`src/rtl/sysu_parity_serial_rx.sv`:
```
// Serial frame receiver: start(0), DATA_W data bits LSB-first, parity, stop(1).
// Samples the synchronized line at mid-bit, checks parity and flags framing errors.
module sysu_parity_serial_rx #(
    parameter int DATA_W       = 8,
    parameter int CLKS_PER_BIT = 16,
    parameter bit ODD          = 1'b0,
    parameter int Delay        = 0
) (
    input  logic              CLK,
    input  logic              CLR_n,
    input  logic              RXD,
    output logic [DATA_W-1:0] DATA_OUT,
    output logic              VALID,
    output logic              PERR,
    output logic              FERR,
    output logic              BUSY
);

    // state       | meaning
    // S_IDLE      | line idle, waiting for rs = 0
    // S_START     | timing to middle of start bit, glitch rejection
    // S_DATA      | sampling data bits LSB first
    // S_PARITY    | sampling parity bit
    // S_STOP      | sampling stop bit, publishing the frame
    // S_WAIT_IDLE | stop bit was 0, waiting for the line to return high
    typedef enum logic [2:0] {
        S_IDLE,
        S_START,
        S_DATA,
        S_PARITY,
        S_STOP,
        S_WAIT_IDLE
    } state_t;

    localparam int CNT_W = $clog2(CLKS_PER_BIT);
    localparam int IDX_W = (DATA_W > 1) ? $clog2(DATA_W) : 1;

    localparam logic [CNT_W-1:0] HALF_M1  = CNT_W'(CLKS_PER_BIT / 2 - 1);
    localparam logic [CNT_W-1:0] BIT_M1   = CNT_W'(CLKS_PER_BIT - 1);
    localparam logic [IDX_W-1:0] LAST_IDX = IDX_W'(DATA_W - 1);

    // Delay only exists for library compatibility; outputs here are zero-delay.
    if (DATA_W < 1 || DATA_W > 16 || CLKS_PER_BIT < 4 || (CLKS_PER_BIT % 2) != 0 || Delay < 0) begin : g_param_check
        $error("sysu_parity_serial_rx: illegal parameter combination");
    end

    state_t            r_state;
    logic              r_sync1;
    logic              r_rs;
    logic [CNT_W-1:0]  r_cnt;
    logic [IDX_W-1:0]  r_idx;
    logic [DATA_W-1:0] r_word;
    logic              r_acc;
    logic              r_perr_next;
    logic [DATA_W-1:0] r_data_out;
    logic              r_valid;
    logic              r_perr;
    logic              r_ferr;
    logic              r_busy;

    always_ff @(posedge CLK or negedge CLR_n) begin
        if (!CLR_n) begin
            r_sync1 <= 1'b1;
            r_rs    <= 1'b1;
        end else begin
            r_sync1 <= RXD;
            r_rs    <= r_sync1;
        end
    end

    always_ff @(posedge CLK or negedge CLR_n) begin
        if (!CLR_n) begin
            r_state     <= S_IDLE;
            r_cnt       <= '0;
            r_idx       <= '0;
            r_word      <= '0;
            r_acc       <= 1'b0;
            r_perr_next <= 1'b0;
            r_data_out  <= '0;
            r_valid     <= 1'b0;
            r_perr      <= 1'b0;
            r_ferr      <= 1'b0;
            r_busy      <= 1'b0;
        end else begin
            r_valid <= 1'b0;
            case (r_state)
                S_IDLE: begin
                    r_cnt <= '0;
                    if (!r_rs) begin
                        // The counter tracks cycles since the detect cycle, which itself is count 0.
                        r_state <= S_START;
                        r_cnt   <= CNT_W'(1);
                        r_busy  <= 1'b1;
                    end
                end
                S_START: begin
                    if (r_cnt == HALF_M1) begin
                        r_cnt <= '0;
                        if (r_rs) begin
                            r_state <= S_IDLE;
                            r_busy  <= 1'b0;
                        end else begin
                            r_state <= S_DATA;
                            r_idx   <= '0;
                            r_acc   <= 1'b0;
                        end
                    end else begin
                        r_cnt <= r_cnt + 1'b1;
                    end
                end
                S_DATA: begin
                    if (r_cnt == BIT_M1) begin
                        r_cnt         <= '0;
                        r_word[r_idx] <= r_rs;
                        r_acc         <= r_acc ^ r_rs;
                        if (r_idx == LAST_IDX) begin
                            r_state <= S_PARITY;
                        end else begin
                            r_idx <= r_idx + 1'b1;
                        end
                    end else begin
                        r_cnt <= r_cnt + 1'b1;
                    end
                end
                S_PARITY: begin
                    if (r_cnt == BIT_M1) begin
                        r_cnt       <= '0;
                        r_perr_next <= r_acc ^ r_rs ^ ODD;
                        r_state     <= S_STOP;
                    end else begin
                        r_cnt <= r_cnt + 1'b1;
                    end
                end
                S_STOP: begin
                    if (r_cnt == BIT_M1) begin
                        r_cnt      <= '0;
                        r_data_out <= r_word;
                        r_perr     <= r_perr_next;
                        r_ferr     <= ~r_rs;
                        r_valid    <= 1'b1;
                        if (r_rs) begin
                            r_state <= S_IDLE;
                            r_busy  <= 1'b0;
                        end else begin
                            r_state <= S_WAIT_IDLE;
                        end
                    end else begin
                        r_cnt <= r_cnt + 1'b1;
                    end
                end
                S_WAIT_IDLE: begin
                    r_cnt <= '0;
                    if (r_rs) begin
                        r_state <= S_IDLE;
                        r_busy  <= 1'b0;
                    end
                end
                default: begin
                    r_state <= S_IDLE;
                    r_cnt   <= '0;
                    r_busy  <= 1'b0;
                end
            endcase
        end
    end

    assign DATA_OUT = r_data_out;
    assign VALID    = r_valid;
    assign PERR     = r_perr;
    assign FERR     = r_ferr;
    assign BUSY     = r_busy;

endmodule

```
`config.mk`:
```
export PLATFORM = sky130hd
export DESIGN_NAME = sysu_parity_serial_rx
export DESIGN_NICKNAME = d
export VERILOG_FILES = /design/src/rtl/sysu_parity_serial_rx.sv
export SDC_FILE = /design/constraint.sdc
export NUM_CORES = 1
export LEC_CHECK = 0
export CAP_MARGIN = 20
export CORE_MARGIN = 10
export CORE_UTILIZATION = 50
export CTS_BUF_LIST = sky130_fd_sc_hd__clkbuf_4 sky130_fd_sc_hd__clkbuf_8 sky130_fd_sc_hd__clkbuf_16
export DETAILED_ROUTE_END_ITERATION = 10
export HOLD_SLACK_MARGIN = 0.15
export PLACE_DENSITY = 0.67
export SETUP_SLACK_MARGIN = 0.15
export SYNTH_ARGS = -nofsm -noshare
export SYNTH_HDL_FRONTEND = slang
export SYNTH_SLANG_ARGS = --single-unit
```
`constraint.sdc`:
```
create_clock -name CLK -period 2.6 [get_ports CLK]
set_clock_uncertainty 0.2 [all_clocks]
set_input_delay 0.26 -clock CLK [delete_from_list [all_inputs] [get_ports CLK]]
set_output_delay 0.26 -clock CLK [all_outputs]
set_load 0.01 [all_outputs]
```
# Yosys cells after proc, flatten, opt, wreduce, memory -nomap -nowiden
# Index checks and enable logic that the tools add are counted.
[word_totals]
ff_bits = 34
latchBits = 0
ramBits = 0
romBits = 0
word_cells = 82
mem_count = 0
[classes]
add_sub_neg = 2
multipliers = 0
div_mod_pow = 0
n_lt_le_gt_ge = 2
n_eq_ne = 17
shift = 0
n_mux = 33
bitwise = 3
n_reduce_logical = 12
[ops]
columns = ["operator", "count"]
rows = [
  ["$mux 3", 12],
  ["$ne 2x2->1 const B", 9],
  ["$pmux 3 s6", 1],
  ["$pmux 4 s3", 1],
  ["$mux 1", 11],
  ["$eq 3x3->1 const B", 3],
  ["$bwmux 8", 1],
  ["$mux 4", 2],
  ["$reduce_and 4->1", 2],
  ["$reduce_and 7->1", 1],
  ["$eq 3x2->1 const B", 2],
  ["$pmux 3 s2", 1],
  ["$reduce_and 2->1", 3],
  ["$pmux 1 s5", 1],
  ["$reduce_and 5->1", 1],
  ["$add 4x1->4 const B", 1],
  ["$eq 4x3->1 const B", 1],
  ["$eq 4x4->1 const B", 1],
  ["$lt 3x4->1 const B", 1],
  ["$add 3x1->3 const B", 1],
  ["$demux 1 s3", 1],
  ["$eq 3x1->1 const B", 1],
  ["$ge 3x1->1 const B", 1],
  ["$logic_not 3->1", 1],
  ["8 further kinds", 9],
]

# Longest topological paths before layout
# Gate-level depths: netlist of the first run.
[logic_depth]
depth_word = 5
mapped_depth = 8
mapped_depth_nobuf = 6

# Worst setup path after synthesis of the first run
# No wires, ideal clock.
[synth_path]
path_kind = "reg-to-reg"
start = "reg r_cnt[0]"
end = "reg r_data_out[2], in the netlist DATA_OUT[2]"
t_arrival_ns = 1.605
t_required_ns = 2.275
setup_slack_ns = 0.670
path_stages_with_launch = 8
path_buffers = 3
path_cell_list = "dfrtp_1 > ha_1 > buf_2 > and3_1 > buf_2 > nand3_2 > buf_2 > mux2_2"
[synth_between]
elab_chain_len = 2
[synth_rtl]
columns = ["item", "line", "text"]
rows = [
  ["start, declared", "50", "logic [CNT_W-1:0] r_cnt;"],
  ["start signal, assigned", "108", "r_cnt <= r_cnt + 1'b1;"],
  ["start signal, assigned", "122", "r_cnt <= r_cnt + 1'b1;"],
  ["start signal, assigned", "131", "r_cnt <= r_cnt + 1'b1;"],
  ["$eq 4x4->1", "135", "if (r_cnt == BIT_M1) begin"],
  ["$reduce_and 2->1 (no source line)", "n/a", ""],
  ["end signal, assigned", "137", "r_data_out <= r_word;"],
  ["end, declared", "55", "logic [DATA_W-1:0] r_data_out;"],
]
# Every way passes these cells.
# A chain may end at the register's enable or synchronous reset.

# Worst setup path in the final report of the first run
[layout_path]
start = "reg r_state[2]"
end = "reg r_word[5]"
[layout_between]
elab_chain_len = 2
[layout_rtl]
columns = ["item", "line", "text"]
rows = [
  ["start, declared", "47", "state_t r_state;"],
  ["start signal, assigned", "73", "r_state <= S_IDLE;"],
  ["start signal, assigned", "91", "r_state <= S_START;"],
  ["start signal, assigned", "100", "r_state <= S_IDLE;"],
  ["$eq 3x2->1", "86", "case (r_state)"],
  ["$reduce_and 2->1 (no source line)", "n/a", ""],
  ["end signal, assigned by index", "114", "r_word[r_idx] <= r_rs;"],
  ["end, declared", "52", "logic [DATA_W-1:0] r_word;"],
]
# Every way passes these cells.

==> run metrics, run 1 <==
clock buffer count from CTS 5; WP data required 2.63 ns; Critical Path End r_word[5]; DRC 0; largest net degree at the start of global routing 35; DR WL met3 154 um; initial antenna violation count 0; Max-slew headroom 60.3%; Seq/Total Area, Yosys 51.6%; DRT Pass-1 Iters 4; post-synthesis mux area share 11.6%; Power per Cell Area 780 mW/mm^2; WS Path Type flop to flop; ratio of final minimum period to clock period 80.2%; commonest non-fill, non-tap cell in the layout dfrtp_1; Cells after Synth 150; starting density of the core 53.3%; syn nets 156; Yosys reg bits 34; Core Footprint 0.00310 sq mm; RSZ-0062 raised after global routing false; Iteration-0 DRC Markers 51; internal power 0.000946 W; Antenna diodes 0; met1 wire length 1270 um; Seq pwr share 50.3%; worst vdd ir 0.507 mV; root buffer cell clkbuf_4; largest family of logic cells by synthesized area simple AND/OR/NAND/NOR gates; area leader, netlist dfrtp_1; Post-synth EDFFs 0; routed vias 1138; Simple-Gate Fraction of Synth Area 16.9%; setup_tns 0 ns; share of the synthesized area in the top cell type 48.4%; crit end category flop; IO Pins 15; Cell Rows 20; Hold Crit Class flop to flop; final core occ 60.8%; die footprint 0.00601 sq mm; Post-Syn Area per Cell 11.0 sq um; Main synth FF type dfrtp_1; CP max FO 18; final setup fails 0; R2R Path End r_word[5]; CTS resizes 0; critical path's largest stage delay 0.61 ns; clk slew on worst S/H paths 0.10 ns; commonest cells after routing, fill and taps aside dfrtp_1 (32), clkdlybuf4s50_1 (14), nor2_1 (12), nand2_1 (11), nand3_1 (10); status completed; r2r startpoint r_state[2]; cell family with most CP delay simple AND/OR/NAND/NOR gates; Buf/Inv on CP 0; Synth area leaders dfrtp_1 (48%), mux2_2 (6.1%), mux2_1 (5.4%); Post-Synth XOR/XNOR Area 3.18%; reg2reg path depth 4; Slew @ Worst Pin 0.595 ns; ys async rst share 100%; Mapped Area 0.00165 sq mm; WL met2 1530 um; fin nets 170; final hold violation count 0; Final ANT Viol Nets 0; part of the power in combinational logic 28.5%; FMAX 0.480 GHz; Max Slew Vio Count 0; Final GP Congestion 0.861; clk sinks 34; total track usage 10.9%; fraction of layout cells with a size suffix above 1 17.0%; die height 77.5 um; Routed WL per cell 14.4 um; area grow syn2layout 14.1%; first-pass GRT wire length 5240 um; CTS tree yes; crit start category flop; vias in the first global route 1132; CTS max path bufs 2; Pleak 0.884 nW; Unique masters post-synth 40; hpwl dp 2120 um; GR Overflow Total 0; Worst-Skew Late Latency 0.34 ns; Switching Fraction 35.8%; FILL cells 279; worst setup path startpoint r_state[2]; Syn. warnings 0; Max Cap Viol 0; Via density 5.44; crit path time final 2.09 ns; Worst path slowest cell dfrtp_1; R2R Setup Slk 0.51 ns; net switching power 0.000527 W; part of the power in the clock network 21.3%; Post-Synth Adder-Cell Area 2.27%; htree depth 2; die width 77.5 um; Synth Area in Compound Gates 9.68%; worst min-delay path startpoint r_sync1; WP depth 4; Max Used Layer met4; critical path arrival 2.11 ns; DRT Wirelength 3020 um; critical-path cell list or3b_4, nor2_2, nand4_1, mux2_1; input/output buffers 14
logic make-up (layout without fill, tap and decap cells):
logic type | Yosys count | count (layout)
AND/OR/NAND/NOR | 51 | 51
flip-flops | 34 | 34
AO/OA/AOI/OAI | 23 | 23
XOR/XNOR | 6 | 6
buffers and inverters | 16 | 31
multiplexers | 17 | 17
adder cells (fa/ha/maj) | 3 | 3
flip-flops by register name, summed over array words and instances (netlist names):
signal       cells
r_state          3
FERR             1
BUSY             1
r_perr_next      1
r_acc            1
r_sync1          1
r_cnt            4
PERR             1
r_rs             1
VALID            1
r_idx            3
r_word           8
DATA_OUT         8
stage by stage:
step | worst slack [ns] | hold slack [ns] | power [W] | std cells | instance area [sq um]
global route | 0.397 | 0.165 | 0.00160 | 209 | 1890
global placement | 0.593 | 0.147 | 0.00115 | 199 | 1800
finish | 0.515 | 0.161 | 0.00147 | 209 | 1890
floorplan | 0.670 | -0.236 | 0.00108 | 150 | 1650
CTS | 0.500 | 0.163 | 0.00149 | 209 | 1890
detailed placement | 0.513 | 0.147 | 0.00117 | 199 | 1800
cells in the mapped netlist, types with 3 or more instances:
library cell,instances
a21oi_1,3
buf_2,6
dfrtp_1,32
ha_1,3
inv_1,5
mux2_1,8
mux2_2,9
nand2_1,11
nand3_1,10
nand4_1,4
nor2_1,12
o21ai_0,6
xnor2_1,3
xor2_1,3
layout make-up:
class / instances / area, sq um / area share [%]
repair buffers: 18 / 175 / 9.28
flip-flops and latches: 34 / 853 / 45.2
well taps: 44 / 55.1 / 2.92
multi-input cells: 100 / 722 / 38.2
inverters: 5 / 18.8 / 0.994
clock buffers: 7 / 58.8 / 3.11
clock inverters: 1 / 5.00 / 0.265
per-layer routing:
metal  vias up  global-route usage, %
met5         -                      0
met4         0                   5.47
met3         5                   4.84
met2        13                   18.2
met1       565                   11.3
li1        555                      -
power by group through the flow:
stage	registers, W	clock network (W)	logic [W]
4_1_cts	0.000740	0.000327	0.000425
3_3_place_gp	0.000749	0	0.000406
5_1_grt	0.000762	0.000344	0.000490
3_5_place_dp	0.000750	0	0.000418
6_report	0.000741	0.000313	0.000419
2_1_floorplan	0.000667	0	0.000410
worst min-delay path by stage:
stage                 to  depth (start not counted)  slack (ns)
detailed placement  r_rs                          0        0.15
CTS                 r_rs                          0        0.16
global route        r_rs                          0        0.17
global placement    r_rs                          0        0.15
floorplan           BUSY                          0       -0.24
finish              r_rs                          0        0.16
worst reg2reg max path, cell delays in order, from the launching register on:
cell and delay, ns:
dfrtp_1 0.61, or3b_4 0.52, nor2_2 0.15, nand4_1 0.16
mux2_1 0.34
what timing repair did:
item | in CTS | in global routing
buffers inserted | 0 | 0
hold endpoints to repair | 33 | 0
hold buffers | 2 | 0
Note: power is estimated with default switching activity, not from simulation.
==> run 2: changes to the inputs <==
==> constraint.sdc (replaced) <==
create_clock -name CLK -period 2 [get_ports CLK]
set_clock_uncertainty 0.2 [all_clocks]
set_input_delay 0.2 -clock CLK [delete_from_list [all_inputs] [get_ports CLK]]
set_output_delay 0.2 -clock CLK [all_outputs]
set_load 0.01 [all_outputs]
==> run metrics, run 2 (synthesized netlist as in run 1, its figures left out) <==
FILL cells 276; ratio of final minimum period to clock period 90.1%; final std cells w/o fill 224; Slew @ Worst Pin 0.419 ns; area grow syn2layout 25.7%; Seq pwr share 41.2%; DRC 0; Final GP Congestion 0.852; die height 77.5 um; WS Path Type flop to flop; clk sinks 34; Worst-Skew Late Latency 0.35 ns; IO Pins 15; first-pass GRT wire length 5840 um; critical path arrival 1.84 ns; Routed WL per cell 14.4 um; fin nets 185; Final ANT Viol Nets 0; CTS tree yes; Multi-input gate area 785 sq um; commonest non-fill, non-tap cell in the layout dfrtp_1; FMAX 0.555 GHz; Cell Rows 20; largest net degree at the start of global routing 35; part of the power in combinational logic 36.1%; CTS max path bufs 2; WP data required 2.04 ns; Iteration-0 DRC Markers 53; crit path time final 1.80 ns; internal power 0.00144 W; register area 856 sq um; Antenna diodes 0; clock buffer count from CTS 5; starting density of the core 53.3%; final setup fails 0; die footprint 0.00601 sq mm; hpwl dp 2210 um; final hold violation count 0; commonest cells after routing, fill and taps aside dfrtp_1 (30), buf_4 (17), clkdlybuf4s50_1 (14), nor2_1 (11), nand2_1 (11); Switching Fraction 35.0%; critical-path cell list ha_2, and3_1, buf_4, nand4_1, mux2_1; Max Cap Viol 0; fraction of layout cells with a size suffix above 1 28.9%; critical path's largest stage delay 0.38 ns; RSZ-0062 raised after global routing true; initial antenna violation count 0; clk slew on worst S/H paths 0.11 ns; total track usage 11.9%; die width 77.5 um; vias in the first global route 1259; Max-slew headroom 72.1%; Core Footprint 0.00310 sq mm; Hold Crit Class flop to flop; DRT Wirelength 3230 um; Pleak 0.964 nW; placed cells 209; part of the power in the clock network 22.7%; Max Slew Vio Count 0; CP max FO 7; worst vdd ir 0.820 mV; Worst path slowest cell dfrtp_1; DRT Pass-1 Iters 4; root buffer cell clkbuf_4; routed vias 1234; net switching power 0.000771 W; final core occ 67.0%; status completed; Via density 5.51; htree depth 2; input/output buffers 14; crit start category flop; Power per Cell Area 1060 mW/mm^2; crit end category flop; setup_tns 0 ns; GR Overflow Total 0
==> run 2: cell count changes in the layout (fill, tap and decap cells not counted), moves of 2 or more <==
| cell | before | now |
|---|---|---|
| buf_4 | 2 | 17 |
| dfrtp_1 | 32 | 30 |
| dfrtp_2 | 0 | 2 |
| ha_1 | 3 | 0 |
| ha_2 | 0 | 2 |
| nor4b_4 | 0 | 2 |
==> run 2: path summary, 6_finish.rpt <==
kind                          start        end  slack, ns  cells after the start
setup reg to reg           r_cnt[0]  r_word[6]       0.20                      5
hold / removal              r_sync1       r_rs       0.16                      0
hold reg to reg             r_sync1       r_rs       0.16                      0
setup / recovery           r_cnt[0]  r_word[6]       0.20                      5
min in group asynchronous     CLR_n       FERR       0.59                      3
max in group asynchronous     CLR_n       r_rs       0.67                      3
==> run 2: area by class of cell <==
class,instances,share of cell area (%)
multi-input combinational,100,37.7
timing repair buffer,33,13.8
sequential,34,41.2
inverter,5,0.903
clock buffer,5,1.81
clock inverter,3,1.93
tap,44,2.65
==> run 2: through the flow <==
stage               instance area (sq um)  setup WS (ns)  hold WS [ns]  total power, W
floorplan                            1660          0.154        -0.296         0.00141
global placement                     1880         0.0839         0.145         0.00157
detailed placement                   1880         0.0620         0.148         0.00159
CTS                                  2010          0.140         0.162         0.00214
global route                         2080          0.118         0.166         0.00237
finish                               2080          0.198         0.161         0.00221
==> run 2: worst max-delay path: cells and delay by family, from the launching register on <==
family | cells | cell delay [ns]
flip-flops | 1 | 0.38
AND/OR/NAND/NOR | 2 | 0.37
multiplexers | 1 | 0.32
adder cells (fa/ha/maj) | 1 | 0.25
buffers and inverters | 1 | 0.18
==> run 2: power by group through the flow <==
stage               Clock (W)  Combinational [W]  Sequential, W
finish               0.000502           0.000796       0.000909
global route         0.000545           0.000897       0.000926
CTS                  0.000515           0.000715       0.000906
detailed placement          0           0.000676       0.000914
global placement            0           0.000661       0.000912
floorplan                   0           0.000539       0.000868
==> run 2: routing by layer <==
layer	wire length [um]	GRT usage (%)	vias to the layer above
met3	177	4.84	7
met2	1570	19.9	30
met1	1430	13.3	607
met4	42	4.38	0
met5	0	0	-
li1	-	-	590
==> run 2: timing repair <==
| item | 4_1_cts | 5_1_grt |
|---|---|---|
| setup endpoints to repair | 3 | 22 |
| hold endpoints to repair | 33 | 0 |
| gates resized for setup | 4 | 9 |
| hold buffers | 2 | 0 |
| pin swaps | 3 | 2 |
| buffers inserted | 1 | 4 |
